**config.mk**
```make
export PLATFORM = sky130hd
export DESIGN_NAME = memory_reader
export DESIGN_NICKNAME = d
export VERILOG_FILES = /design/src/rtl/memory_reader_pkg.sv /design/src/rtl/memory_reader_sync_fifo.sv /design/src/rtl/memory_reader.sv
export SDC_FILE = /design/constraint.sdc
export NUM_CORES = 1
export LEC_CHECK = 0
export ABC_CLOCK_PERIOD_IN_PS = 18500
export BUFFER_PORTS_ARGS = -buffer_cell sky130_fd_sc_hd__buf_2
export CORE_MARGIN = 3
export CORE_UTILIZATION = 30
export DETAILED_ROUTE_END_ITERATION = 16
export HOLD_SLACK_MARGIN = 0.08
export SYNTH_ARGS = -nofsm -noshare
export SYNTH_HDL_FRONTEND = slang
export SYNTH_SLANG_ARGS = --single-unit
```
**constraint.sdc**
```tcl
create_clock -name clk -period 18.5 [get_ports clk]
set_input_delay 5.55 -clock clk [delete_from_list [all_inputs] [get_ports clk]]
set_output_delay 5.55 -clock clk [all_outputs]
set_load 0.1 [all_outputs]
```
**src/rtl/memory_reader_pkg.sv**
```systemverilog
// Shared types and constants for the frame reader and its read-data buffer.
package memory_reader_pkg;

  typedef enum logic [1:0] {
    ST_IDLE,
    ST_REQ,
    ST_STREAM,
    ST_DONE
  } reader_state_t;

  localparam int unsigned DIM_W      = 16;
  localparam int unsigned LEN_W      = 32;
  localparam int unsigned UNDERRUN_W = 16;

  localparam logic [1:0] BURST_INCR = 2'b01;
  localparam logic [2:0] SIZE_4B    = 3'd2;

  // Index of the last column/line for a given dimension.
  function automatic logic [DIM_W-1:0] dim_last(input logic [DIM_W-1:0] dim);
    return DIM_W'(dim - DIM_W'(1));
  endfunction

endpackage

```
**src/rtl/memory_reader_sync_fifo.sv**
```systemverilog
// Synchronous FIFO with a registered head word and combinational status flags.
module sync_fifo #(
  parameter int unsigned WIDTH = 32,
  parameter int unsigned DEPTH = 8
) (
  input  logic                       clk,
  input  logic                       rst_n,
  input  logic                       push,
  input  logic [WIDTH-1:0]           push_data,
  input  logic                       pop,
  output logic [WIDTH-1:0]           pop_data,
  output logic                       full,
  output logic                       empty,
  output logic [$clog2(DEPTH):0]     count
);

  localparam int unsigned AW = $clog2(DEPTH);
  localparam int unsigned CW = AW + 1;

  logic [WIDTH-1:0] mem [DEPTH];
  logic [AW-1:0]    wr_ptr;
  logic [AW-1:0]    rd_ptr;
  logic [CW-1:0]    count_q;
  logic [WIDTH-1:0] head_q;
  logic             do_push;
  logic             do_pop;

  assign full     = (count_q == CW'(DEPTH));
  assign empty    = (count_q == '0);
  assign count    = count_q;
  assign pop_data = head_q;
  assign do_push  = push && !full;
  assign do_pop   = pop && !empty;

  always_ff @(posedge clk) begin
    if (do_push) begin
      mem[wr_ptr] <= push_data;
    end
  end

  // Head register always mirrors the oldest entry so the output is a flop.
  always_ff @(posedge clk or negedge rst_n) begin
    if (!rst_n) begin
      wr_ptr  <= '0;
      rd_ptr  <= '0;
      count_q <= '0;
      head_q  <= '0;
    end else begin
      if (do_push) begin
        wr_ptr <= AW'(wr_ptr + AW'(1));
      end
      if (do_pop) begin
        rd_ptr <= AW'(rd_ptr + AW'(1));
      end
      if (do_push && !do_pop) begin
        count_q <= CW'(count_q + CW'(1));
      end else if (do_pop && !do_push) begin
        count_q <= CW'(count_q - CW'(1));
      end
      if (do_pop) begin
        if (count_q > CW'(1)) begin
          head_q <= mem[AW'(rd_ptr + AW'(1))];
        end else if (do_push) begin
          head_q <= push_data;
        end
      end else if (do_push && empty) begin
        head_q <= push_data;
      end
    end
  end

endmodule

```
**src/rtl/memory_reader.sv**
```systemverilog
// Frame reader: one INCR burst per frame, replayed as an AXI-Stream of pixels.
// Optional MEMORY_READER_UNDERRUN_CNT_EN adds a saturating sink-starvation counter.
module memory_reader
  import memory_reader_pkg::*;
#(
  parameter int unsigned ADDR_WIDTH = 32,
  parameter int unsigned DATA_WIDTH = 32,
  parameter int unsigned FIFO_DEPTH = 8
) (
  input  logic                  clk,
  input  logic                  rst_n,
  input  logic [31:0]           pixels_per_frame,
  input  logic [15:0]           frame_width,
  input  logic [15:0]           frame_height,
  input  logic                  frame_ready,
  input  logic [ADDR_WIDTH-1:0] base_addr_in,
  output logic                  start_read,
  output logic [ADDR_WIDTH-1:0] read_addr,
  output logic [31:0]           read_len,
  output logic [2:0]            read_size,
  output logic [1:0]            read_burst,
  input  logic [DATA_WIDTH-1:0] read_data,
  input  logic                  read_valid,
  output logic                  read_ready,
  output logic [DATA_WIDTH-1:0] m_axis_tdata,
  output logic                  m_axis_tvalid,
  input  logic                  m_axis_tready,
  output logic                  m_axis_tlast,
  output logic                  m_axis_tuser,
  output logic                  frame_done,
  output logic                  busy
`ifdef MEMORY_READER_UNDERRUN_CNT_EN
  ,
  output logic [15:0]           underrun_count
`endif
);

  localparam int unsigned LVL_W = $clog2(FIFO_DEPTH) + 1;

  reader_state_t    state;
  logic [DIM_W-1:0] width_q;
  logic [DIM_W-1:0] height_q;
  logic [DIM_W-1:0] col;
  logic [DIM_W-1:0] line;
  logic [LEN_W-1:0] beats_received;

  logic             fifo_full;
  logic             fifo_empty;
  logic [LVL_W-1:0] fifo_level;
  logic             push;
  logic             pop;
  logic             accept;
  logic             dims_ok;
  logic             col_last;
  logic             line_last;

  assign read_size  = SIZE_4B;
  assign read_burst = BURST_INCR;
  assign busy       = (state != ST_IDLE);

  assign accept  = frame_ready && (state == ST_IDLE);
  assign dims_ok = (frame_width != '0) && (frame_height != '0);

  // Stop accepting once the whole burst has been taken, even if memory overruns.
  assign read_ready = (state == ST_STREAM) && !fifo_full && (beats_received < read_len);
  assign push       = read_valid && read_ready;

  assign m_axis_tvalid = (fifo_level != '0);
  assign pop           = m_axis_tready && !fifo_empty;

  assign col_last     = (col == dim_last(width_q));
  assign line_last    = (line == dim_last(height_q));
  assign m_axis_tlast = m_axis_tvalid && col_last;
  assign m_axis_tuser = m_axis_tvalid && (col == '0) && (line == '0);

  sync_fifo #(
    .WIDTH (DATA_WIDTH),
    .DEPTH (FIFO_DEPTH)
  ) u_fifo (
    .clk       (clk),
    .rst_n     (rst_n),
    .push      (push),
    .push_data (read_data),
    .pop       (pop),
    .pop_data  (m_axis_tdata),
    .full      (fifo_full),
    .empty     (fifo_empty),
    .count     (fifo_level)
  );

  // Frame sequencing, request registers and pixel position tracking.
  always_ff @(posedge clk or negedge rst_n) begin
    if (!rst_n) begin
      state          <= ST_IDLE;
      start_read     <= 1'b0;
      read_addr      <= '0;
      read_len       <= '0;
      width_q        <= '0;
      height_q       <= '0;
      col            <= '0;
      line           <= '0;
      beats_received <= '0;
      frame_done     <= 1'b0;
    end else begin
      start_read <= 1'b0;
      frame_done <= 1'b0;

      if (push) begin
        beats_received <= LEN_W'(beats_received + LEN_W'(1));
      end

      unique case (state)
        ST_IDLE: begin
          if (accept) begin
            if (dims_ok) begin
              read_addr      <= base_addr_in;
              read_len       <= pixels_per_frame;
              width_q        <= frame_width;
              height_q       <= frame_height;
              col            <= '0;
              line           <= '0;
              beats_received <= '0;
              start_read     <= 1'b1;
              state          <= ST_REQ;
            end else begin
              state <= ST_DONE;
            end
          end
        end

        ST_REQ: begin
          state <= ST_STREAM;
        end

        ST_STREAM: begin
          if (pop) begin
            if (col_last) begin
              col  <= '0;
              line <= DIM_W'(line + DIM_W'(1));
            end else begin
              col <= DIM_W'(col + DIM_W'(1));
            end
            if (col_last && line_last) begin
              frame_done <= 1'b1;
              state      <= ST_DONE;
            end
          end
        end

        ST_DONE: begin
          // An empty frame arrives here without the pulse; emit it before leaving.
          col  <= '0;
          line <= '0;
          if (!frame_done) begin
            frame_done <= 1'b1;
          end else begin
            state <= ST_IDLE;
          end
        end

        default: state <= ST_IDLE;
      endcase
    end
  end

`ifdef MEMORY_READER_UNDERRUN_CNT_EN
  // Cycles where the sink would take a pixel but none is buffered.
  always_ff @(posedge clk or negedge rst_n) begin
    if (!rst_n) begin
      underrun_count <= '0;
    end else if (accept && dims_ok) begin
      underrun_count <= '0;
    end else if ((state == ST_STREAM) && m_axis_tready && fifo_empty &&
                 (underrun_count != {UNDERRUN_W{1'b1}})) begin
      underrun_count <= UNDERRUN_W'(underrun_count + UNDERRUN_W'(1));
    end
  end
`endif

endmodule

```
* Word level (Yosys, flattened, before mapping)
Memory sizes are Yosys's and may differ from the RTL's.
Cells that the tools add are included.
** Cells by class
- $add $sub $neg :: 9
- Reduce and logical (&&, ||, !) cells :: 35
- Mux-type cells :: 33
- Equal/unequal tests :: 13
- Magnitude comparators :: 2
** Operator list (count)
- 32-bit 2-to-1 mux :: 8
- 16-bit 2-to-1 mux :: 6
- 16-bit one-hot mux with 3 select lines :: 2
- 16-bit by 1-bit adder with 16-bit output (second input constant) :: 2
- 32-bit by 1-bit adder with 32-bit output (second input constant) :: 1
- 16-bit == test :: 2
- 16-bit logical NOT :: 2
- 32-bit less-than comparator :: 1
- 16-bit nonzero test :: 2
- 16-bit by 1-bit subtractor with 16-bit output (second input constant) :: 2
- 1-bit logical AND :: 15
- 2-bit 2-to-1 mux :: 5
- 1-bit 2-to-1 mux :: 8
- 4-bit 2-to-1 mux :: 2
- 2-bit inequality test (second input constant) :: 4
- 2-bit one-hot mux with 4 select lines :: 1
- 4-bit AND reduction :: 2
- 3-bit by 1-bit adder with 3-bit output (second input constant) :: 2
- 2-bit nonzero test :: 3
- 5-bit AND reduction :: 1
- 4-bit by 1-bit adder with 4-bit output (second input constant) :: 1
- 2-bit == test (second input constant) :: 2
- 4-bit == test (second input constant) :: 1
- 4-bit by 1-bit > comparator with 1-bit output (second input constant) :: 1
- other kinds (12) :: 16
** Storage, ports and cells
- Bits of input ports :: 133
- Memory bits (writable) :: 256
- Logic and storage cells :: 107
- Register bits :: 206
- Output and inout port bits :: 108
- Memories kept :: 1
** Memory list
- u_fifo.mem :: depth 8, width 32, read ports 1, clocked after Yosys merged registers in 0, wr ports 1, line memory_reader_sync_fifo.sv:20 : logic [WIDTH-1:0] mem [DEPTH];

* Depth between registers and ports, before layout
- Depth after elaboration :: 10
- Gate-level depth with buffers :: 14
- Gate-level depth less buffers :: 13

* Modules after synthesis
From an unflattened synthesis, not the netlist that was laid out.
** Second synthesis, totals
- Cells, all modules :: 1894
- Area total of the unflattened synthesis :: 21884.7 µm²
** Modules (own cells, without submodules)
- sync_fifo :: seq. area each 8738.4 µm², cells an instance 802, area an instance 12495.7 µm², instances 1
- memory_reader :: seq. area each 4103.9 µm², cells an instance 1092, area an instance 9389.0 µm², instances 1

* Worst setup path after synthesis
No wires, ideal clock.
- Kind :: in2reg
- Start :: in read_valid
- End :: mem u_fifo.mem[1][0], enable pin
- Arrival :: 10.069 ns
- Path slack :: 7.918 ns
- Data required time :: 17.987 ns
- Stages on the path :: 6
- Buffers on the path :: 2
- Library setup time :: 0.513 ns
- Cells stage by stage :: inv_1 nor3b_1 o21ai_0 clkbuf_1 clkbuf_1 nor4b_1
** On the way
- Cells in the longest elaborated chain, start to end :: 4
** RTL lines
- from (decl) :: line memory_reader.sv:23 : input logic read_valid,
- 1-bit logical AND :: line memory_reader.sv:66 : assign push = read_valid && read_ready;
- 1-bit logical AND :: line memory_reader_sync_fifo.sv:32 : assign do_push = push && !full;
- 1-bit 2-to-1 mux :: line memory_reader_sync_fifo.sv:36 : if (do_push) begin
- 1-bit 2-to-1 mux (not written as such) :: line memory_reader_sync_fifo.sv:37 : mem[wr_ptr] <= push_data;
- to (decl) :: line memory_reader_sync_fifo.sv:20
Every way passes these cells.

* Final worst setup path
- Start :: reg read_len[2]
- End :: out read_ready
** On the way
- Cells in the longest elaborated chain, start to end :: 2
** RTL lines
- from (decl) :: line memory_reader.sv:19 : output logic [31:0] read_len,
- from (signal assigned) :: line memory_reader.sv:117 : read_len <= pixels_per_frame;
- 32-bit less-than comparator :: line memory_reader.sv:65 : assign read_ready = (state == ST_STREAM) && !fifo_full && (beats_received < read_len);
- 1-bit logical AND :: line memory_reader.sv:65
- to (decl) :: line memory_reader.sv:24 : output logic read_ready,
Every way passes these cells.

==> impl_metrics.json <==
{
  "switchingPower_uw": 1210,
  "layout_setup_ws_ns": 9.04,
  "ys_seq_area_frac": 0.615,
  "rsz0062_at_grt": "no",
  "postRouteWirelength_mm": 52.0,
  "min-delay-start": "read_addr[23]$_DFFE_PN0P_",
  "synth_edf_count": 256,
  "synthArstFlopShare": 0.446,
  "drtPass1Iterations": 5,
  "wl_per_cell_um": 18.3,
  "synth_top_area_cell": "edfxtp_1",
  "synthCells": 1646,
  "io_pins": 241,
  "finalSetupTns_ns": 0,
  "fill_cells": 6706,
  "portBuffers": 235,
  "peakVddDrop_v": 0.000137,
  "post_cts_buffers": 0,
  "r2r-start": "state[0]$_DFFE_PN0P_",
  "place_ws_ns": 9.42,
  "slew_violations": 0,
  "ys_warn_count": 0,
  "syn_avg_cell_area_um2": 12.7,
  "grt_remaining_overflow": 0,
  "design.core.area_um2": 68700,
  "worstSetupPathType": "flop to primary output",
  "reg2reg_depth": 11,
  "fmax_mhz": 106,
  "fp-row-count": 96,
  "maxSlewHeadroom": 0.248,
  "cts_hold_buf": 0,
  "fin_crit_sh": 0.512,
  "cts_resized": 0,
  "cts_max_path_buffers": 3,
  "final_core_util": 0.362,
  "synthFlopType": "edfxtp_1",
  "clock_latency_ns": 0.61,
  "hold_depth": 2,
  "hold_slack_ns": 0.469,
  "placed_area_um2": 23100,
  "pwr-share-seq": 0.382,
  "cts_buffers": 51,
  "required_ns": 12.95,
  "setup_viol": 0,
  "yosysMostFrequentCell": "nand2_1",
  "syn2layout_area_growth_pct": 19.2,
  "p_comb_frac": 0.318,
  "via_per_inst": 4.89,
  "drive_above_1_share": 0.241,
  "yosysUniqueCellTypes": 71,
  "p_int_uw": 2270,
  "timing.rr.end": "u_fifo.mem[2][12]$_DFFE_PP_",
  "design_area_um2": 24900,
  "ctsHtreeMaxLevel": 2,
  "min_period_ns": 9.46,
  "hold_end": "read_addr[23]$_DFFE_PN0P_",
  "dieHeight_um": 270,
  "critPathArrivalTime_ns": 3.91,
  "critPathLaunchType": "flop",
  "cts_tree": "done",
  "regToRegSetupSlack_ns": 13.82,
  "netlist_area_um2": 20900,
  "p_sw_frac": 0.347,
  "die-area_um2": 72800,
  "grt_pass1_vias": 14117,
  "status": "finished, final reports clean",
  "gp_congestion": 0.858,
  "via_count": 13894,
  "hold_viol_final": 0,
  "grt_pass1_wl_mm": 82.1,
  "cp_max_fo": 7,
  "skew_ns": 0.0531,
  "initial_core_util": 0.304,
  "drtIter0Drc": 832,
  "drtAntennaViolNets": 0,
  "grt_usage": 0.141,
  "synth_area_leaders": "edfxtp_1, dfrtp_1, mux4_2",
  "hpwlAfterDp_mm": 33.7,
  "diodes": 0,
  "worst_setup_path_end_kind": "primary output",
  "hp-class": "flop to flop",
  "clkPwrFrac": 0.300,
  "power_density_nw_per_um2": 140,
  "grt_max_degree": 107,
  "ys_top_cells_by_count": "nand2_1, edfxtp_1, dfrtp_1, o21ai_0, clkbuf_1",
  "cts_root_buf": "clkbuf_16",
  "power.leakage_uw": 0.0102,
  "fin_nets": 2052,
  "antenna_found_initial": 3,
  "die_w_um": 270,
  "maxCapViolCount": 0,
  "worst_pin_slew_ns": 1.13,
  "yosys_register_bits": 462,
  "clkSinkCount": 462,
  "netlist.area_leader.share": 0.368,
  "clk_pin_slew_ns": 0.06,
  "drc": 0
}
final cells by class:
| cell class | count | area (um2) | area share |
|---|---|---|---|
| clock buffers | 63 | 1360 | 0.0547 |
| clock inverters | 31 | 380 | 0.0153 |
| flip-flops and latches | 462 | 12800 | 0.517 |
| repair buffers | 257 | 1350 | 0.0543 |
| well taps | 931 | 1160 | 0.0468 |
| multi-input cells | 1033 | 7520 | 0.302 |
| inverters | 65 | 246 | 0.00991 |
cells by family (layout without fill, tap and decap cells):
family	after synthesis	after routing	synth area share
adder cells (fa/ha/maj)	49	49	0.0294
XOR/XNOR	63	63	0.0272
AND/OR/NAND/NOR	551	551	0.126
multiplexers	137	137	0.106
other	2	5	0.000360
AO/OA/AOI/OAI	228	228	0.0659
flip-flops	462	462	0.615
buffers and inverters	154	416	0.0294
critical path, stage by stage, from the launching register on:
cell and delay (ns):
dfrtp_1 0.38, inv_1 0.08, ha_1 0.30, a211oi_1 0.19
o21ai_0 0.14, a41oi_1 0.36, o21ai_0 0.16, a221oi_1 0.84
nor2_1 0.17, nor3b_1 0.24, buf_2 0.48
power by group through the flow:
stage          logic (uW)  clock network (uW)  registers, uW
2_1_floorplan         617                   0           1580
3_3_place_gp         1110                   0           1340
3_5_place_dp         1130                   0           1350
4_1_cts              1130                1080           1330
5_1_grt              1190                1120           1350
6_report             1100                1040           1330
per-layer routing:
layer,vias to the layer above,share of wire,wire length [um],global-route usage
met5,-,0.00052,27,0
met4,4,0.020,1020,0.0364
met3,70,0.059,3090,0.0303
met2,381,0.48,24900,0.234
met1,6953,0.44,22900,0.189
li1,6486,-,-,-
flip-flops by register name, indices dropped and copies added (netlist names):
| name | cells |
|---|---|
| read_len | 32 |
| beats_received | 32 |
| read_addr | 32 |
| line | 16 |
| u_fifo.pop_data | 32 |
| frame_done | 1 |
| u_fifo.mem | 256 |
| state | 2 |
| u_fifo.rd_ptr | 3 |
| start_read | 1 |
| height_q | 16 |
| u_fifo.wr_ptr | 3 |
| col | 16 |
| width_q | 16 |
| u_fifo.count | 4 |
placed cells by master (no fill, tap or decap), types with 16 or more instances in the layout:
cell	synthesis	routed
nand2_1	298	298
edfxtp_1	256	256
buf_2	1	234
dfrtp_1	206	205
o21ai_0	111	110
mux4_2	64	64
inv_1	63	63
clkbuf_16	0	51
nor2_1	50	50
ha_1	49	48
a21oi_1	40	40
mux2i_1	38	38
mux2_2	35	35
nand3_1	33	33
xor2_1	33	32
xnor2_1	29	29
nor4_1	26	24
nand4_1	22	22
buf_4	5	22
or3_1	17	17
or4_1	17	17
nor3_1	18	16
worst max path at each step:
stage,cells past startpoint,from,slack (ns),to
4_1_cts,10,read_len[2]$_DFFE_PN0P_,8.89,read_ready
5_1_grt,10,read_len[2]$_DFFE_PN0P_,8.76,read_ready
3_5_place_dp,9,frame_height[9],9.42,beats_received[3]$_DFF_PN0_
3_3_place_gp,9,frame_height[9],9.45,beats_received[3]$_DFF_PN0_
2_1_floorplan,6,read_valid,7.92,u_fifo.mem[1][0]$_DFFE_PP_
6_report,10,read_len[2]$_DFFE_PN0P_,9.04,read_ready
metrics by stage:
step / std cells / total power [uW]
detailed placement: 2748 / 2480
floorplan: 1649 / 2190
CTS: 2842 / 3540
global route: 2842 / 3660
global placement: 2748 / 2450
finish: 2842 / 3480
(Power assumes the default switching activity.)
